## config.mk

```make
export PLATFORM = sky130hd
export DESIGN_NAME = ibus_burst_responder_flat
export DESIGN_NICKNAME = d
export VERILOG_FILES = /design/src/rtl/ibus_burst_responder_if.sv /design/src/rtl/ibus_burst_responder.sv /design/src/flat_wrapper.sv
export SDC_FILE = /design/constraint.sdc
export NUM_CORES = 1
export LEC_CHECK = 0
export CAP_MARGIN = 5
export CORE_ASPECT_RATIO = 0.75
export CORE_UTILIZATION = 49
export DETAILED_ROUTE_END_ITERATION = 8
export GPL_TIMING_DRIVEN = 0
export PLACE_DENSITY = 0.82
export SYNTH_ARGS = -nofsm -noshare
export SYNTH_HDL_FRONTEND = slang
export SYNTH_SLANG_ARGS = --single-unit
```

## constraint.sdc

```tcl
create_clock -name i_clk -period 2.54 [get_ports i_clk]
set_input_delay 0.635 -clock i_clk [delete_from_list [all_inputs] [get_ports i_clk]]
set_output_delay 0.635 -clock i_clk [all_outputs]
set_load 0.03 [all_outputs]
```

## src/rtl/ibus_burst_responder_if.sv

```systemverilog
// Bus bundle for the instruction-fetch responder: icache fill port (omem_*)
// plus the downstream 16-bit program memory port (mem_*).
interface ibus_burst_responder_if #(
  parameter int RW     = 16,
  parameter int I_SIZE = 32
);
  logic              omem_req;
  logic [RW-1:0]     omem_addr;
  logic              omem_burst4;
  logic [I_SIZE-1:0] omem_data;
  logic              omem_ack;
  logic              mem_req;
  logic [RW:0]       mem_addr;
  logic [15:0]       mem_data;
  logic              mem_ack;

  modport slave (
    input  omem_req, omem_addr, omem_burst4, mem_data, mem_ack,
    output omem_data, omem_ack, mem_req, mem_addr
  );

  // Environment side: the icache requester together with the memory controller.
  modport master (
    output omem_req, omem_addr, omem_burst4, mem_data, mem_ack,
    input  omem_data, omem_ack, mem_req, mem_addr
  );
endinterface

```

## src/rtl/ibus_burst_responder.sv

```systemverilog
// Serves single-word and wrapping 4-word instruction fetches, building each
// 32-bit word from two 16-bit reads on the downstream req/ack memory port.
module ibus_burst_responder #(
  parameter int RW     = 16,
  parameter int I_SIZE = 32
) (
  input  logic                  i_clk,
  input  logic                  i_rst,
  ibus_burst_responder_if.slave bus
);

  typedef enum logic [1:0] {
    IDLE,
    RD_LO,
    RD_HI,
    ACK
  } state_e;

  state_e            state_q, state_d;
  logic [RW-1:0]     base_q, base_d;
  logic              burst_q, burst_d;
  logic [1:0]        beat_q, beat_d;
  logic              half_q, half_d;
  logic [15:0]       lo_q, lo_d;
  logic [I_SIZE-1:0] data_q, data_d;
  logic              ack_q, ack_d;
  logic              memReq_q, memReq_d;
  logic [RW:0]       memAddr_q, memAddr_d;
  logic [1:0]        beatInc;

  // Word offset wraps inside the aligned 4-word line; upper bits never carry.
  function automatic logic [RW:0] halfAddr(input logic [RW-1:0] b,
                                           input logic [1:0]    bt,
                                           input logic          h);
    logic [1:0] off;
    off = b[1:0] + bt;
    return {b[RW-1:2], off, h};
  endfunction

  assign beatInc = beat_q + 2'd1;

  always_comb begin
    state_d   = state_q;
    base_d    = base_q;
    burst_d   = burst_q;
    beat_d    = beat_q;
    half_d    = half_q;
    lo_d      = lo_q;
    data_d    = data_q;
    ack_d     = 1'b0;
    memReq_d  = memReq_q;
    memAddr_d = memAddr_q;

    unique case (state_q)
      IDLE: begin
        if (bus.omem_req) begin
          base_d    = bus.omem_addr;
          burst_d   = bus.omem_burst4;
          beat_d    = 2'd0;
          half_d    = 1'b0;
          memReq_d  = 1'b1;
          memAddr_d = halfAddr(bus.omem_addr, 2'd0, 1'b0);
          state_d   = RD_LO;
        end
      end
      RD_LO: begin
        if (bus.mem_ack) begin
          lo_d      = bus.mem_data;
          half_d    = 1'b1;
          memAddr_d = halfAddr(base_q, beat_q, 1'b1);
          state_d   = RD_HI;
        end
      end
      RD_HI: begin
        if (bus.mem_ack) begin
          memReq_d = 1'b0;
          data_d   = {bus.mem_data, lo_q};
          ack_d    = 1'b1;
          state_d  = ACK;
        end
      end
      ACK: begin
        half_d = 1'b0;
        // The requester's own address counter is ignored; beat drives the next word.
        if (burst_q && beat_q != 2'd3) begin
          beat_d    = beatInc;
          memReq_d  = 1'b1;
          memAddr_d = halfAddr(base_q, beatInc, 1'b0);
          state_d   = RD_LO;
        end else begin
          state_d = IDLE;
        end
      end
      default: state_d = IDLE;
    endcase
  end

  always_ff @(posedge i_clk) begin
    if (i_rst) begin
      state_q   <= IDLE;
      base_q    <= '0;
      burst_q   <= 1'b0;
      beat_q    <= 2'd0;
      half_q    <= 1'b0;
      lo_q      <= '0;
      data_q    <= '0;
      ack_q     <= 1'b0;
      memReq_q  <= 1'b0;
      memAddr_q <= '0;
    end else begin
      state_q   <= state_d;
      base_q    <= base_d;
      burst_q   <= burst_d;
      beat_q    <= beat_d;
      half_q    <= half_d;
      lo_q      <= lo_d;
      data_q    <= data_d;
      ack_q     <= ack_d;
      memReq_q  <= memReq_d;
      memAddr_q <= memAddr_d;
    end
  end

  assign bus.omem_data = data_q;
  assign bus.omem_ack  = ack_q;
  assign bus.mem_req   = memReq_q;
  assign bus.mem_addr  = memAddr_q;

endmodule

```

## src/flat_wrapper.sv

```systemverilog
// flat-port wrapper written by rule: the top's interface ports become plain ports
module ibus_burst_responder_flat 
#(
  parameter int RW     = 16,
  parameter int I_SIZE = 32
)
  (i_clk, i_rst, bus_omem_req, bus_omem_addr, bus_omem_burst4, bus_mem_data, bus_mem_ack, bus_omem_data, bus_omem_ack, bus_mem_req, bus_mem_addr);
  ibus_burst_responder_if #(.RW(RW), .I_SIZE(I_SIZE)) bus_i ();
  input  logic i_clk;
  input  logic i_rst;
  input wire logic [$bits(bus_i.omem_req)-1:0] bus_omem_req;
  input wire logic [$bits(bus_i.omem_addr)-1:0] bus_omem_addr;
  input wire logic [$bits(bus_i.omem_burst4)-1:0] bus_omem_burst4;
  input wire logic [$bits(bus_i.mem_data)-1:0] bus_mem_data;
  input wire logic [$bits(bus_i.mem_ack)-1:0] bus_mem_ack;
  output wire logic [$bits(bus_i.omem_data)-1:0] bus_omem_data;
  output wire logic [$bits(bus_i.omem_ack)-1:0] bus_omem_ack;
  output wire logic [$bits(bus_i.mem_req)-1:0] bus_mem_req;
  output wire logic [$bits(bus_i.mem_addr)-1:0] bus_mem_addr;
  assign bus_i.omem_req = bus_omem_req;
  assign bus_i.omem_addr = bus_omem_addr;
  assign bus_i.omem_burst4 = bus_omem_burst4;
  assign bus_i.mem_data = bus_mem_data;
  assign bus_i.mem_ack = bus_mem_ack;
  assign bus_omem_data = bus_i.omem_data;
  assign bus_omem_ack = bus_i.omem_ack;
  assign bus_mem_req = bus_i.mem_req;
  assign bus_mem_addr = bus_i.mem_addr;
  ibus_burst_responder #(.RW(RW), .I_SIZE(I_SIZE)) u_core (.i_clk(i_clk), .i_rst(i_rst), .bus(bus_i));
endmodule
```

Yosys cells after proc, flatten, opt, wreduce, memory -nomap -nowiden
Index checks and enable logic that the tools add are counted.
Operators by class
  add/subtract/negate cells: 3
  reductions and logical operators: 13
  mux-type cells: 17
  bitwise logic cells: 1
  equal/unequal tests: 8
Operator list (count)
  two-way mux 17 bit: 3
  case mux 17 bit (3 select lines): 1
  two-way mux 2 bit: 5
  inequality test 2 bit (second input constant): 4
  case mux 2 bit (4 select lines): 1
  AND reduction 4 bit: 2
  AND reduction 2 bit: 3
  AND reduction 3 bit: 2
  nonzero test 3 bit: 2
  two-way mux 1 bit: 5
  adder 2 bit: 2
  equality test 2 bit (second input constant): 2
  case mux 2 bit (2 select lines): 1
  case mux 1 bit (3 select lines): 1
  adder 2 x 1 -> 2 bit (second input constant): 1
  equality test 2 x 1 -> 1 bit (second input constant): 1
  logical NOT 2 bit: 1
  inequality test 2 x 1 -> 1 bit (second input constant): 1
  nonzero test 2 bit: 1
  OR reduction 2 bit: 1
  logical AND 1 bit: 1
  NOT 1 bit: 1
Storage, ports and cells
  logic and storage cells: 51
  register bits after elaboration: 88
  output and inout bits: 51

Logic depth before layout (Yosys ltp)
Gate-level depths: netlist (run 1).
  word-level depth: 4
  mapped depth: 8
  depth with buffers taken out: 7

Worst setup path before layout (run 1)
No wires, ideal clock.
  path type: register -> register
  start: reg u_core.state_q[0]
  end: reg u_core.memAddr_q[10] (netlist: u_core.bus.mem_addr[10])
  required time: 2.452 ns
  setup slack: 0.499 ns
  arrival time: 1.952 ns
  cell stages (with the launch flop): 9
  buffers on the path: 2
  library setup time: 0.088 ns
  path through: dfxtp_1 > clkbuf_1 > inv_1 > ha_1 > nor2b_1 > a2111oi_4 > buf_6 > nor2_1 > a311oi_2
Between the ends
  word-level cells in the longest chain between the ends: 3
  elaborated cells between the ends (all ways): 9
  those cells by class: 5 x eq/ne; 1 x mux; 3 x reduce/logical
Ends and longest elaborated chain
  start: declaration: RTL line ibus_burst_responder.sv:19  | state_e state_q, state_d;
  start signal: assignment: RTL line ibus_burst_responder.sv:111  | state_q <= state_d;
  equality test 2 bit, or another cell as far along: RTL line ibus_burst_responder.sv:54  | unique case (state_q)
  inequality test 2 x 1 -> 1 bit (no line), or another cell as far along
  AND reduction 4 bit (no line)
  end signal: assignment: RTL line ibus_burst_responder.sv:120  | memAddr_q <= memAddr_d;
  end: declaration: RTL line ibus_burst_responder.sv:28  | logic [RW:0] memAddr_q, memAddr_d;
Parallel ways exist; a longest one is shown, timed or not.
A chain may end at the register's enable or synchronous reset.

Worst setup path in the final report (run 1)
  start: reg u_core.state_q[0]
  end: reg u_core.memAddr_q[14] (netlist: u_core.bus.mem_addr[14])
Same word-level chain as after synthesis.

==> results of run 1 <==
[cells by family after synthesis]
group / share of synthesized area (%)
compound gates: 18.6
xor+xnor: 0.746
fa+ha+maj: 3.19
buf+inv: 4.26
flops: 50.0
mux: 1.70
simple gates: 21.5
[through the flow]
stage	utilization, %	worst slack (ns)	total power, mW	cells	hold WS [ns]
finish	68.1	0.260	4.81	628	0.458
CTS	68.1	0.0656	4.81	628	0.457
floorplan	-	0.499	3.20	430	0.432
global route	68.1	0.0371	5.08	628	0.460
detailed placement	65.4	0.0809	3.87	614	0.446
global placement	65.4	0.104	3.80	614	0.443
[per-layer routing]
layer	global-route usage, %	vias up
met4	9.48	0
met5	0	-
met1	33.8	1574
li1	-	1610
met3	6.24	12
met2	41.8	105
[worst max path at each step]
stage | start | end | slack [ns] | depth (start not counted)
floorplan | u_core.state_q[0] | u_core.bus.mem_addr[10] | 0.50 | 8
global placement | bus_mem_ack | u_core.lo_q[7] | 0.10 | 6
detailed placement | u_core.state_q[0] | u_core.bus.mem_addr[4] | 0.08 | 8
CTS | u_core.state_q[0] | u_core.bus.mem_addr[4] | 0.07 | 8
global route | u_core.state_q[0] | u_core.bus.mem_addr[14] | 0.04 | 8
finish | u_core.state_q[0] | u_core.bus.mem_addr[14] | 0.26 | 8
[cell usage in the layout (no fill, tap or decap), drive strengths merged, types with 2 or more instances in the layout]
master / count
nand2: 155
dfxtp: 88
clkdlybuf4s50: 86
a21oi: 68
clkbuf: 36
nor2: 26
a311oi: 12
ha: 9
a211oi: 7
inv: 6
mux2i: 6
nand3: 5
buf: 4
and2: 3
nor2b: 2
o21bai: 2
xnor2: 2
clkinv: 2
[area by class of cell]
cell class | count | area [um2]
inverter | 6 | 22.5
clock buffer | 11 | 141
multi-input combinational | 307 | 1610
sequential | 88 | 1760
timing repair buffer | 86 | 861
tap | 98 | 123
fill | 588 | 2200
clock inverter | 3 | 43.8
buffer | 29 | 129
[what timing repair did]
| action | CTS | global route |
|---|---|---|
| setup endpoints to repair | 0 | 24 |
| setup buffers | 0 | 0 |
| gates resized for setup | 0 | 2 |
[state kept, by name, summed over array words and instances, names as in the netlist]
signal                flops
u_core.beat_q             2
u_core.lo_q              16
u_core.bus.mem_addr      17
u_core.bus.omem_data     32
u_core.burst_q            1
u_core.base_q            16
u_core.bus.mem_req        1
u_core.bus.omem_ack       1
u_core.state_q            2
[where the power goes]
| group | leakage (nW) | switching (mW) | internal (mW) |
|---|---|---|---|
| Combinational | 0.872 | 1.27 | 0.803 |
| Sequential | 0.718 | 0.149 | 1.63 |
| Clock | 0.0952 | 0.480 | 0.471 |
[worst max-delay path, cell delays in order (launching register included)]
cell and delay, ns:
dfxtp_1 0.42, clkbuf_2 0.27, inv_1 0.14, ha_1 0.27
nor2b_1 0.21, a2111oi_4 0.38, buf_6 0.21, nor2_1 0.07
a311oi_2 0.22
==> reports/metrics.yaml, run 1 <==
status:
  status: "finished, final reports clean"
synthesis:
  ys_types: 30
  synth_cells: 430
  syn_avg_cell_area_um2: 8.20
  synth.most_common_cell: "nand2_1"
  yosysSeqAreaShare_pct: 50.0
  yosysTopAreaCell: "dfxtp_1"
  ys_ff_latch: 88
  syn-num-nets: 476
  synth_edf_count: 0
  synth_commonest_cells: "nand2_1 (155), dfxtp_1 (88), a21oi_1 (68)"
  synthTopCellsByArea: "dfxtp_1 (50%), nand2_1 (17%), a21oi_1 (9.7%)"
  ys_warn_count: 0
  syn-cell-area_um2: 3520
  synthArstFlopShare_pct: 0
  synth_flop_cell: "dfxtp_1"
  synth_top_area_share_pct: 50.0
hold_path:
  min_path_cells: 2
  min_from: "u_core.base_q[2]"
  hold_path_class: "flip-flop to flip-flop"
  min_to: "u_core.base_q[2]"
clocking:
  clockBufferDepth: 2
  clk_latency_ns: 0.36
  cts_tree: "built"
  htreeDepth: 3
  clkTransAtPathRegs_ns: 0.08
  clkSinkCount: 88
  clock-root-buffer: "clkbuf_8"
  hold_buffers: 0
  cts-buffers-inserted: 9
routing:
  wl_met2_um: 4310
  routed.top_layer: "met4"
  drt_wl_total_um: 9150
  drcViolationCount: 0
  ant_nets: 0
  wl_per_cell_um: 14.6
  drtIter0Drc: 236
  drt_pass1_iterations: 5
  wl_met3_um: 531
  vias_per_cell: 5.26
  num_vias: 3301
  wl_met1_um: 4180
grt:
  grt_pass1_wl_um: 14700
  overflow: 0
  grt_pass1_vias: 3040
  grt_max_degree: 14
  grt_usage_pct: 25.7
  antenna_found_initial: 0
setup_path:
  crit_type: "flip-flop to flip-flop"
  crit_required_ns: 2.82
  r2r_start: "u_core.state_q[0]"
  arrival_ns: 2.56
  critPathLaunchType: "flip-flop"
  critPathCaptureType: "flip-flop"
  reg2regPathDepth: 8
  cp_max_fo: 10
  r2r-end: "u_core.bus.mem_addr[14]"
  r2r_slack_ns: 0.26
cells_and_area:
  fin_area_um2: 4690
  area_growth_pct: 33.2
  n_antenna_cell: 0
  drive_gt1_share_pct: 6.23
  nNetsFinal: 573
timing:
  drv_slew: 0
  hold_viol: 0
  rsz0062_at_grt: "no"
  finalCriticalPeriod_ns: 2.28
  fin_setup_tns_ns: 0
  setup_viol: 0
  skew_ns: 0.00763
  finalCritPeriodShare_pct: 89.8
  tightest_slew_ns: 0.772
  maxSlewHeadroom_pct: 48.5
  fmax_mhz: 439
placement:
  io_buffers: 86
  dp_hpwl_um: 6620
  placed_area_um2: 4510
  gp_congestion: 0.813
die:
  die_h_um: 75.5
  fp-row-count: 26
  core_um2: 6900
  die_width_um: 99.9
  start_util_pct: 51.1
  dieArea_um2: 7540
  io_pins: 88
pwr:
  power_density_nw_per_um2: 1020
  p_leak_nw: 1.69
  ir_worst_vdd_v: 0.000446
flow_run:
  cap_violations: 0
No activity file was read; power rests on OpenSTA's default activity.
==> run 2: changes to the inputs <==
--- a/config.mk
+++ b/config.mk
@@ -11,6 +11,7 @@
 export DETAILED_ROUTE_END_ITERATION = 8
 export GPL_TIMING_DRIVEN = 0
 export PLACE_DENSITY = 0.82
+export SETUP_SLACK_MARGIN = 0.3
 export SYNTH_ARGS = -nofsm -noshare
 export SYNTH_HDL_FRONTEND = slang
 export SYNTH_SLANG_ARGS = --single-unit
==> run 2 against run 1 <==
Clock power barely moved. Non-clock buffer count rose by 2. Highest routed layer unchanged. Via count fell by 0.85%. Combinational power rose by 2%. Cell area rose by 0.67%. Hold slack got worse by 0.00064 ns. Global-route usage barely moved. Worst setup slack improved by 0.12 ns. Total power rose by 1.2%.
==> reports/metrics.yaml, run 2 (synthesis gave the netlist of run 1 again) <==
routing:
  wl_per_cell_um: 14.5  # was 14.6 um
  ant_nets: 0  # unchanged
  vias_per_cell: 5.20  # was 5.26
  num_vias: 3273  # was 3301
  drt_pass1_iterations: 5  # unchanged
  drtIter0Drc: 286  # was 236
  drt_wl_total_um: 9160  # was 9150 um
  drcViolationCount: 0  # unchanged
clocking:
  clock-root-buffer: "clkbuf_8"  # unchanged
  clkSinkCount: 88  # unchanged
  clkTransAtPathRegs_ns: 0.08  # about the same
  htreeDepth: 3  # unchanged
  clk_latency_ns: 0.36  # about the same
  cts_tree: "built"  # unchanged
  cts-buffers-inserted: 9  # unchanged
  clockBufferDepth: 2  # unchanged
  hold_buffers: 0  # unchanged
die:
  start_util_pct: 51.1  # unchanged
  die_width_um: 99.9  # unchanged
  fp-row-count: 26  # unchanged
  die_h_um: 75.5  # unchanged
  io_pins: 88  # unchanged
  dieArea_um2: 7540  # unchanged
  core_um2: 6900  # unchanged
setup_path:
  r2r_slack_ns: 0.38  # was 0.26 ns
  reg2regPathDepth: 7  # was 8
  cp_max_fo: 10  # unchanged
  r2r-end: "u_core.bus.mem_addr[7]"  # was u_core.bus.mem_addr[14]
  r2r_start: "u_core.state_q[1]"  # was u_core.state_q[0]
  crit_required_ns: 2.82  # about the same
  crit_type: "flip-flop to flip-flop"  # unchanged
  critPathLaunchType: "flip-flop"  # unchanged
  arrival_ns: 2.44  # was 2.56 ns
  critPathLaunch: "u_core.state_q[1]"  # was u_core.state_q[0]
  critPathCaptureType: "flip-flop"  # unchanged
  crit_path_end: "u_core.bus.mem_addr[7]"  # was u_core.bus.mem_addr[14]
grt:
  antenna_found_initial: 0  # unchanged
  grt_pass1_vias: 3043  # was 3040
  grt_max_degree: 14  # unchanged
  grt_usage_pct: 25.7  # about the same
  overflow: 0  # unchanged
  grt_pass1_wl_um: 14700  # about the same
timing:
  hold_ws_ns: 0.457  # was 0.458 ns
  tightest_slew_ns: 0.775  # was 0.772 ns
  finalCriticalPeriod_ns: 2.16  # was 2.28 ns
  fin_setup_tns_ns: 0  # unchanged
  fmax_mhz: 462  # was 439 MHz
  finalCritPeriodShare_pct: 85.1  # was 89.8%
  hold_viol: 0  # unchanged
  rsz0062_at_grt: "yes"  # was no
  setup_viol: 0  # unchanged
  skew_ns: 0.00865  # was 0.00763 ns
  maxSlewHeadroom_pct: 48.4  # was 48.5%
  drv_slew: 0  # unchanged
pwr:
  ir_worst_vdd_v: 0.000498  # was 0.000446 V
  p_leak_nw: 1.71  # was 1.69 nW
  power_density_nw_per_um2: 1030  # was 1020 nW/um2
  power.total_mw: 4.86  # was 4.81 mW
flow_run:
  cap_violations: 0  # unchanged
cells_and_area:
  nNetsFinal: 575  # was 573
  multi_input_area_um2: 1620  # was 1610 um2
  layout_commonest_cell: "nand2_1"  # unchanged
  largest_register_ff_count: 32  # unchanged
  area_growth_pct: 34.1  # was 33.2%
  drive_gt1_share_pct: 8.08  # was 6.23%
  n_antenna_cell: 0  # unchanged
  final_cell_mix: "nand2_1 (155), dfxtp_1 (87), clkdlybuf4s50_1 (86)"  # was nand2_1 (155), dfxtp_1 (88), clkdlybuf4s50_1 (86)
  regArea_um2: 1760  # about the same
  fill_cells: 580  # was 588
placement:
  gp_congestion: 0.813  # unchanged
  dp_hpwl_um: 6620  # unchanged
  io_buffers: 86  # unchanged
status:
  status: "finished, final reports clean"  # unchanged
hold_path:
  hold_path_class: "flip-flop to flip-flop"  # unchanged
==> run 2: per-layer routing <==
layer | vias to the layer above | part of all wire (%) | global-route usage, %
met1 | 1552 | 46 | 33.9
met2 | 93 | 47 | 41.8
li1 | 1612 | - | -
met5 | - | 0 | 0
met4 | 0 | 1.8 | 9.48
met3 | 16 | 5.2 | 6.24
==> run 2: where the power goes <==
group          total (mW)  switching [mW]  leakage (nW)  internal, mW
combinational        2.13            1.28         0.896         0.849
sequential           1.78           0.150         0.718          1.63
clock               0.952           0.481        0.0952         0.471
total                4.86            1.91          1.71          2.95
==> run 2: worst min path at each step <==
stage	from	endpoint	slack [ns]	cells past startpoint
after floorplan	u_core.lo_q[4]	u_core.bus.omem_data[4]	0.43	2
after global placement	u_core.base_q[2]	u_core.base_q[2]	0.44	2
after detailed placement	u_core.bus.omem_data[3]	u_core.bus.omem_data[3]	0.45	2
after CTS	u_core.bus.omem_data[23]	u_core.bus.omem_data[23]	0.46	2
after global routing	u_core.lo_q[4]	u_core.bus.omem_data[4]	0.46	2
final	u_core.lo_q[15]	u_core.lo_q[15]	0.46	2
==> run 2: final cells by class <==
cell class                 count  share of cell area (%)
clock buffer                  11                    2.99
tap                           98                    2.59
inverter                       6                   0.477
buffer                        29                    2.89
timing repair buffer          88                    18.5
multi-input combinational    307                    34.3
clock inverter                 3                   0.927
sequential                    88                    37.3
==> run 2: worst max-delay path, cell delays in order, from the launching register on <==
cell and delay [ns]:
dfxtp_1 0.46, ha_1 0.19, clkbuf_1 0.26, inv_1 0.13, nand2_1 0.14, clkbuf_1 0.45, nand3_1 0.16, a311oi_2 0.28
==> run 2: what timing repair did <==
item,4_1_cts,5_1_grt
pin swaps,1,0
buffers inserted,1,1
setup endpoints to repair,49,62
gates resized for setup,3,12
==> run 2: per-stage QoR <==
| stage | cells | instance area (um2) | util (%) | setup slack, ns |
|---|---|---|---|---|
| 2_1_floorplan | 430 | 3520 | - | 0.499 |
| 3_3_place_gp | 614 | 4510 | 65.4 | 0.104 |
| 3_5_place_dp | 614 | 4510 | 65.4 | 0.0809 |
| 4_1_cts | 629 | 4710 | 68.2 | 0.336 |
| 5_1_grt | 630 | 4730 | 68.5 | 0.235 |
| 6_report | 630 | 4730 | 68.5 | 0.377 |
==> run 3: changes to the inputs <==
--- a/config.mk
+++ b/config.mk
@@ -7,6 +7,7 @@
 export LEC_CHECK = 0
 export CAP_MARGIN = 5
 export CORE_ASPECT_RATIO = 0.75
+export CORE_MARGIN = 2
 export CORE_UTILIZATION = 49
 export DETAILED_ROUTE_END_ITERATION = 8
 export GPL_TIMING_DRIVEN = 0
==> run 3 against run 2 <==
Cell area is 0.42% higher. Worst setup slack got worse by 0.0098 ns. Die area rose by 4.7%. Non-clock buffer count is 1 higher. Fmax down 0.45%. First-iteration DRC count is 4.2% lower. Critical path depth rose by 2.
==> reports/metrics.yaml, run 3 (synthesis gave the netlist of run 1 again) <==
timing:
  finalCritPeriodShare_pct: 85.5  # was 85.1%
  setup_viol: 0  # unchanged
  fin_setup_tns_ns: 0  # unchanged
  finalCriticalPeriod_ns: 2.17  # was 2.16 ns
  maxSlewHeadroom_pct: 50.4  # was 48.4%
  drv_slew: 0  # unchanged
  hold_viol: 0  # unchanged
  rsz0062_at_grt: "yes"  # unchanged
  fin_ws_ns: 0.368  # was 0.377 ns
  skew_ns: 0.00810  # was 0.00865 ns
  tightest_slew_ns: 0.744  # was 0.775 ns
  fmax_mhz: 460  # was 462 MHz
setup_path:
  critPathCaptureType: "flip-flop"  # unchanged
  slowest_stage: "dfxtp_2"  # was dfxtp_1
  crit_family: "buffers and inverters"  # unchanged
  arrival_ns: 2.43  # was 2.44 ns
  max_stage_delay_ns: 0.39  # was 0.46 ns
  crit_required_ns: 2.80  # was 2.82 ns
  crit_chain: "clkbuf_8 -> inv_1 -> ha_1 -> nor2b_2 -> a2111oi_4 -> buf_4 -> buf_2 -> nor2_1 -> a311oi_2"  # was ha_1 -> clkbuf_1 -> inv_1 -> nand2_1 -> clkbuf_1 -> nand3_1 -> a311oi_2
  critPathLaunchType: "flip-flop"  # unchanged
  crit_type: "flip-flop to flip-flop"  # unchanged
  cp_max_fo: 7  # was 10
  cp_num_buf_inv: 4  # was 3
pwr:
  ir_worst_vdd_v: 0.000478  # was 0.000498 V
  power_density_nw_per_um2: 1040  # was 1030 nW/um2
  p_leak_nw: 1.72  # was 1.71 nW
cells_and_area:
  nNetsFinal: 576  # was 575
  n_antenna_cell: 0  # unchanged
  layout_commonest_cell: "nand2_1"  # unchanged
  largest_register_ff_count: 32  # unchanged
  drive_gt1_share_pct: 8.63  # was 8.08%
  area_growth_pct: 34.6  # was 34.1%
  fill_cells: 574  # was 580
  instances_no_fill: 631  # was 630
  final_cell_mix: "nand2_1 (155), dfxtp_1 (87), clkdlybuf4s50_1 (86)"  # unchanged
routing:
  num_vias: 3392  # was 3273
  drt_pass1_iterations: 6  # was 5
  drcViolationCount: 0  # unchanged
  vias_per_cell: 5.38  # was 5.20
  drtIter0Drc: 274  # was 286
  ant_nets: 0  # unchanged
  wl_per_cell_um: 14.7  # was 14.5 um
  drt_wl_total_um: 9270  # was 9160 um
clocking:
  clock-root-buffer: "clkbuf_8"  # unchanged
  clkSinkCount: 88  # unchanged
  cts_tree: "built"  # unchanged
  clk_latency_ns: 0.34  # was 0.36 ns
  clockBufferDepth: 2  # unchanged
  htreeDepth: 3  # unchanged
  hold_buffers: 0  # unchanged
  cts-buffers-inserted: 9  # unchanged
  clkTransAtPathRegs_ns: 0.08  # about the same
placement:
  gp_congestion: 0.851  # was 0.813
  io_buffers: 86  # unchanged
  dp.cells: 614  # unchanged
  pre_cts_slack_ns: 0.0369  # was 0.0809 ns
  dp_hpwl_um: 6770  # was 6620 um
die:
  io_pins: 88  # unchanged
  fp-row-count: 26  # unchanged
  die_width_um: 102  # was 99.9 um
  die_h_um: 77.5  # was 75.5 um
  core_um2: 6900  # unchanged
  start_util_pct: 51.1  # unchanged
  dieArea_um2: 7890  # was 7540 um2
grt:
  grt_usage_pct: 24.5  # was 25.7%
  grt_max_degree: 14  # unchanged
  antenna_found_initial: 0  # unchanged
  grt_pass1_vias: 3103  # was 3043
  overflow: 0  # unchanged
  grt_pass1_wl_um: 15100  # was 14700 um
flow_run:
  cap_violations: 0  # unchanged
status:
  status: "finished, final reports clean"  # unchanged
hold_path:
  hold_path_class: "flip-flop to flip-flop"  # unchanged
[run 3: cell count changes in the layout (fill, tap and decap cells not counted), sizes merged]
cell	before	now
clkbuf	35	36
clkinv	2	1
clkinvlp	0	1
[run 3: worst paths after layout]
kind                            slack (ns)  cells past startpoint                 endpoint               from
worst max-delay path                  0.37                      9  u_core.bus.mem_addr[11]  u_core.state_q[0]
worst min-delay path                  0.46                      2  u_core.bus.omem_data[4]     u_core.lo_q[4]
worst max register to register        0.37                      9  u_core.bus.mem_addr[11]  u_core.state_q[0]
worst min register to register        0.46                      2  u_core.bus.omem_data[4]     u_core.lo_q[4]
[run 3: stage by stage]
stage	utilization, %	area [um2]	hold slack (ns)	power, mW
5_1_grt	68.8	4750	0.478	5.19
6_report	68.8	4750	0.455	4.91
3_3_place_gp	65.4	4510	0.436	3.81
3_5_place_dp	65.4	4510	0.446	3.87
2_1_floorplan	-	3520	0.432	3.20
4_1_cts	68.6	4730	0.451	4.89
[run 3: metal layers]
metal	part of all wire (%)	wire, um	track usage [%]	vias to the layer above
li1	-	-	-	1619
met1	43	4010	34.0	1617
met2	47	4310	37.8	142
met3	8.5	792	6.31	14
met4	1.6	150	6.80	0
met5	0	0	0	-
[run 3: timing repair]
item                       CTS  global route
gates cloned                 1             0
setup endpoints to repair   50            61
resized for setup            3            15
pin swaps                    1             0
setup buffers                2             0
[run 3: worst register-to-register path, cell delays in order (launching register included)]
cell	delay, ns
dfxtp_2	0.39
clkbuf_8	0.19
inv_1	0.10
ha_1	0.26
nor2b_2	0.21
a2111oi_4	0.27
buf_4	0.20
buf_2	0.19
nor2_1	0.07
a311oi_2	0.22
[run 3: report_power, final]
group | leakage [nW] | internal (mW) | total, mW | switching (mW)
logic | 0.908 | 0.862 | 2.18 | 1.32
clock network | 0.0973 | 0.496 | 0.953 | 0.457
registers | 0.718 | 1.63 | 1.78 | 0.147
total | 1.72 | 2.99 | 4.91 | 1.92
[run 3: final cells by class]
| class | instances | area, um2 | area share (%) |
|---|---|---|---|
| inverter | 6 | 22.5 | 0.475 |
| clock buffer | 11 | 151 | 3.19 |
| multi-input combinational | 307 | 1620 | 34.1 |
| tap | 98 | 123 | 2.58 |
| buffer | 29 | 145 | 3.06 |
| timing repair buffer | 89 | 881 | 18.6 |
| clock inverter | 3 | 42.5 | 0.896 |
| sequential | 88 | 1760 | 37.1 |
